### src/rtl/or1200_rfe_ctrl.sv
// Return-from-exception sequencer: restores SR from ESR, redirects PC to EPCR,
// flushes the pipe and holds busy until the return fetch lands and IF/ID settle.
module or1200_rfe_ctrl #(
  parameter int PC_WIDTH  = 32,
  parameter int SR_WIDTH  = 16,
  parameter int TMO_WIDTH = 8
) (
  input  logic                clk,
  input  logic                rst_n,
  input  logic                ex_rfe_i,
  input  logic                ex_freeze_i,
  input  logic                except_busy_i,
  input  logic [PC_WIDTH-1:0] epcr_i,
  input  logic [SR_WIDTH-1:0] esr_i,
  input  logic                icpu_ack_i,
  input  logic                icpu_err_i,
  input  logic                genpc_freeze_i,
  input  logic                if_stall_i,
  input  logic                id_freeze_i,
  output logic                rfe_flushpipe_o,
  output logic                rfe_pc_we_o,
  output logic [PC_WIDTH-1:0] rfe_pc_o,
  output logic                sr_we_o,
  output logic [SR_WIDTH-1:0] sr_o,
  output logic                rfe_busy_o,
  output logic                rfe_err_o,
  output logic                rfe_align_o,
  output logic                rfe_abort_o,
  output logic [1:0]          state_o
);

  typedef enum logic [1:0] {
    S_IDLE   = 2'd0,
    S_FLUSH  = 2'd1,
    S_FETCH  = 2'd2,
    S_SETTLE = 2'd3
  } state_t;

  localparam logic [TMO_WIDTH-1:0] TMO_MAX = '1;

  state_t                state_q;
  logic [TMO_WIDTH-1:0]  cnt_q;
  logic [TMO_WIDTH-1:0]  cnt_d;
  logic                  flush_q;
  logic                  pc_we_q;
  logic                  sr_we_q;
  logic [PC_WIDTH-1:0]   pc_q;
  logic [SR_WIDTH-1:0]   sr_q;
  logic                  err_q;
  logic                  align_q;
  logic                  abort_q;
  logic                  accept;
  logic                  misaligned;

  assign accept     = ex_rfe_i && !ex_freeze_i && !except_busy_i;
  assign misaligned = (epcr_i[1:0] != 2'b00);
  assign cnt_d      = cnt_q + 1'b1;

  always_ff @(posedge clk or negedge rst_n) begin
    if (!rst_n) begin
      state_q <= S_IDLE;
      cnt_q   <= '0;
      flush_q <= 1'b0;
      pc_we_q <= 1'b0;
      sr_we_q <= 1'b0;
      pc_q    <= '0;
      sr_q    <= '0;
      err_q   <= 1'b0;
      align_q <= 1'b0;
      abort_q <= 1'b0;
    end else begin
      flush_q <= 1'b0;
      pc_we_q <= 1'b0;
      sr_we_q <= 1'b0;
      err_q   <= 1'b0;
      align_q <= 1'b0;
      abort_q <= 1'b0;
      case (state_q)
        S_IDLE: begin
          if (accept) begin
            if (misaligned) begin
              align_q <= 1'b1;
            end else begin
              pc_q    <= {epcr_i[PC_WIDTH-1:2], 2'b00};
              sr_q    <= esr_i;
              flush_q <= 1'b1;
              pc_we_q <= 1'b1;
              sr_we_q <= 1'b1;
              state_q <= S_FLUSH;
            end
          end
        end
        S_FLUSH: begin
          cnt_q   <= '0;
          state_q <= S_FETCH;
        end
        S_FETCH: begin
          // Exception entry outranks everything; ack outranks the timeout.
          cnt_q <= cnt_d;
          if (except_busy_i) begin
            abort_q <= 1'b1;
            state_q <= S_IDLE;
          end else if (icpu_err_i) begin
            err_q   <= 1'b1;
            state_q <= S_IDLE;
          end else if (icpu_ack_i || genpc_freeze_i) begin
            state_q <= S_SETTLE;
          end else if (cnt_d == TMO_MAX) begin
            err_q   <= 1'b1;
            state_q <= S_IDLE;
          end
        end
        S_SETTLE: begin
          if (except_busy_i) begin
            abort_q <= 1'b1;
            state_q <= S_IDLE;
          end else if (!if_stall_i && !id_freeze_i) begin
            state_q <= S_IDLE;
          end
        end
        default: state_q <= S_IDLE;
      endcase
    end
  end

  assign rfe_flushpipe_o = flush_q;
  assign rfe_pc_we_o     = pc_we_q;
  assign sr_we_o         = sr_we_q;
  assign rfe_pc_o        = pc_q;
  assign sr_o            = sr_q;
  assign rfe_err_o       = err_q;
  assign rfe_align_o     = align_q;
  assign rfe_abort_o     = abort_q;
  assign rfe_busy_o      = (state_q != S_IDLE);
  assign state_o         = state_q;

  a_pulse_excl: assert property (@(posedge clk) disable iff (!rst_n)
    $onehot0({err_q, align_q, abort_q, flush_q}));
  a_pulse_idle: assert property (@(posedge clk) disable iff (!rst_n)
    (err_q || align_q || abort_q) |-> (state_q == S_IDLE));

endmodule

### config.mk
export PLATFORM = sky130hd
export DESIGN_NAME = or1200_rfe_ctrl
export DESIGN_NICKNAME = d
export VERILOG_FILES = /design/src/rtl/or1200_rfe_ctrl.sv
export SDC_FILE = /design/constraint.sdc
export NUM_CORES = 1
export LEC_CHECK = 0
export BUFFER_PORTS_ARGS = -buffer_cell sky130_fd_sc_hd__buf_2
export CAP_MARGIN = 20
export CORE_ASPECT_RATIO = 0.8
export CORE_MARGIN = 4
export CORE_UTILIZATION = 50
export CTS_CLUSTER_DIAMETER = 50
export CTS_CLUSTER_SIZE = 20
export DETAILED_ROUTE_END_ITERATION = 6
export MAX_ROUTING_LAYER = met4
export PLACE_DENSITY_LB_ADDON = 0.08
export SKIP_CTS_REPAIR_TIMING = 1
export SYNTH_ARGS = -nofsm -noshare
export SYNTH_HDL_FRONTEND = slang
export SYNTH_SLANG_ARGS = --single-unit
### constraint.sdc
create_clock -name clk -period 3.2 [get_ports clk]
set_input_delay 0.48 -clock clk [delete_from_list [all_inputs] [get_ports clk]]
set_output_delay 0.48 -clock clk [all_outputs]
set_load 0.05 [all_outputs]
==> out/qor.txt <==
Layout fillers -> 449
multi-input logic area -> 946 um2
Routed WL per cell -> 12.7 um
FF+latch count, synth -> 60
Buf/Inv on CP -> 4
Setup Total Neg Slack -> 0 ns
worst stage delay on the critical path -> 0.48 ns
Synth area leader -> dfrtp_1
kind of critical path -> reg -> reg
Max Root-Sink Buffers -> 2
worst hold margin -> 0.284 ns
n_diodes -> 0
critical path's slowest cell -> dfrtp_1
Layout Area Growth over Synthesis -> 30.1%
Synth area leaders -> dfrtp_1, nand2_1, ha_1
outcome -> complete, no violations
Achievable Freq -> 514 MHz
DIE WIDTH -> 88.2 um
chip height -> 72.2 um
CP endpoint kind -> flip-flop
sequence of cells on the critical path -> inv_1 > ha_1 > nand3_2 > buf_4 > inv_1 > buf_4 > nand2_1 > nand2_1
worst path arrival time -> 2.16 ns
initial drt markers -> 74
global-route usage over all layers -> 20.0%
CTS Buf Count -> 9
CTS root buf -> clkbuf_8
Initial DRT Pass Iterations -> 4
cells after synthesis -> 292
first-pass GRT wire length -> 9.53 mm
Fin. Hold Viols -> 0
H-Tree Level Count -> 3
Pleak -> 0.00199 uW
routed vias -> 2268
Residual DRC -> 0
Net count, final -> 468
YS warnings -> 0
proportion of layout cells with a drive suffix above 1 -> 33.2%
dominant delay contributor by cell family on the critical path -> buffers and inverters
count of input and output buffers -> 112
final wirelength -> 6.02 mm
Final GP Congestion -> 0.879
Reg area -> 0.00150 mm2
Max Cap Viol -> 0
CP Max Fanout -> 47
synthesized cell area -> 0.00257 mm2
Worst VDD drop -> 0.000766 V
HP Class -> in -> async
unrepaired setup endpoints after global routing -> false
post-synth cell types -> 30
total power -> 3800 uW
CTS tree -> yes
Final Setup Violations -> 0
I/O pin count -> 115
clock sinks -> 60
Core Region -> 0.00501 mm2
fin util -> 66.8%
Cell Count, Final, Fillers Out -> 472
Worst Setup Start Kind -> flip-flop
Final period util -> 60.9%
DP Wirelength -> 4.25 mm
largest net degree at the start of global routing -> 48
clk_lat worst skew -> 0.33 ns
max_slew headroom -> 37.9%
Max Transition Viols Final -> 0
clk slew on worst S/H paths -> 0.06 ns
Max Clock Skew -> 0.00579 ns
Final ANT Viol Nets -> 0
cell total after placement -> 456
row count -> 23
initial antenna violation count -> 0
Crit path required time -> 3.42 ns
Avg Vias per Cell -> 4.81
PwrDens -> 1140 mW/mm2
vias in the first global route -> 2131
min Tclk post-route -> 1.95 ns
Initial Util -> 51.4%
sequential-to-total area share from yosys stat -> 58.4%
grt total ovfl -> 0
Syn Area/Cell -> 8.81 um2
Slew @ Worst Pin -> 0.932 ns
Die ar. -> 0.00636 mm2
top cell type's share of synthesized area -> 58.4%
[registers in the layout, summed over array words and instances (netlist names)]
signal and flops:
sr_o 16, rfe_err_o 1, rfe_align_o 1, rfe_abort_o 1
state_o 2, sr_we_o 1, rfe_pc_o 30, cnt_q 8
[worst reg2reg max path: stages, from the launching register on]
cell,delay [ns]
dfrtp_1,0.48
inv_1,0.07
ha_1,0.23
nand3_2,0.07
buf_4,0.41
inv_1,0.08
buf_4,0.28
nand2_1,0.16
nand2_1,0.06
[path summary, 6_finish.rpt]
path | endpoint | depth (start not counted) | startpoint | slack, ns
worst max-delay path | rfe_pc_o[16] | 8 | state_o[1] | 1.25
worst min-delay path | rfe_pc_o[10] | 1 | rst_n | 0.28
worst max register to register | rfe_pc_o[16] | 8 | state_o[1] | 1.25
worst min register to register | rfe_pc_o[12] | 2 | rfe_pc_o[12] | 0.47
max in group asynchronous | rfe_pc_o[31] | 2 | rst_n | 2.19
min in group clk | rfe_pc_o[5] | 3 | epcr_i[5] | 0.34
[cells in the mapped netlist (all sizes together)]
library cell	count
o22ai	4
ha	5
a21oi	5
o21ai	5
nand3	6
nand2	147
nor3b	3
o21a	2
buf	11
inv	14
clkbuf	4
o211a	1
nand2b	1
a22oi	1
a311oi	1
nor4	1
and3	2
conb	1
mux2i	2
nand3b	1
nor2	8
and2	1
xnor2	2
dfrtp	60
nor3	3
o2111ai	1
[layout by cell type, fill, tap and decap left out, types with 2 or more instances in the layout]
cell type,n
ha_1,5
nand2_1,146
and3_1,2
buf_4,4
nor3b_1,3
inv_1,14
o21ai_0,5
mux2i_1,2
nand3_2,2
o21a_1,2
o22ai_1,4
nor3_1,3
nor2_1,8
clkinv_2,3
clkbuf_8,11
dfrtp_1,60
xnor2_1,2
nand3_1,4
conb_1,2
a21oi_1,5
buf_2,112
[per-layer routing]
layer,track usage (%),wire [um],vias up
li1,-,-,1129
met1,25.1,2630,1053
met2,30.7,2770,82
met3,5.33,565,4
met4,8.56,57,0
met5,-,0,-
[kinds of logic after synthesis]
kind of cell | after synthesis | synth area share, %
AND/OR/NAND/NOR | 173 | 27.0
flip-flops | 60 | 58.4
buffers and inverters | 29 | 5.20
AO/OA/AOI/OAI | 20 | 5.35
adder cells (fa/ha/maj) | 5 | 2.43
XOR/XNOR | 2 | 0.681
multiplexers | 2 | 0.778
other | 1 | 0.146
[stage by stage]
step,instance area (um2),setup WS (ns)
2_1_floorplan,2580,1.20
3_3_place_gp,3170,1.10
3_5_place_dp,3170,1.05
4_1_cts,3350,1.24
5_1_grt,3350,1.07
6_report,3350,1.25
[power breakdown]
part,switching (uW),internal (uW)
Combinational,1540,419
Clock,285,321
Sequential,173,1070
[area by class of cell]
type / count / share of cell area, %
tap: 62 / 2.32
inverter: 14 / 1.57
clock buffer: 12 / 4.64
multi-input combinational: 204 / 28.3
sequential: 60 / 44.9
clock inverter: 4 / 0.710
timing repair buffer: 116 / 17.6
Power figures use the tool's default switching activity.
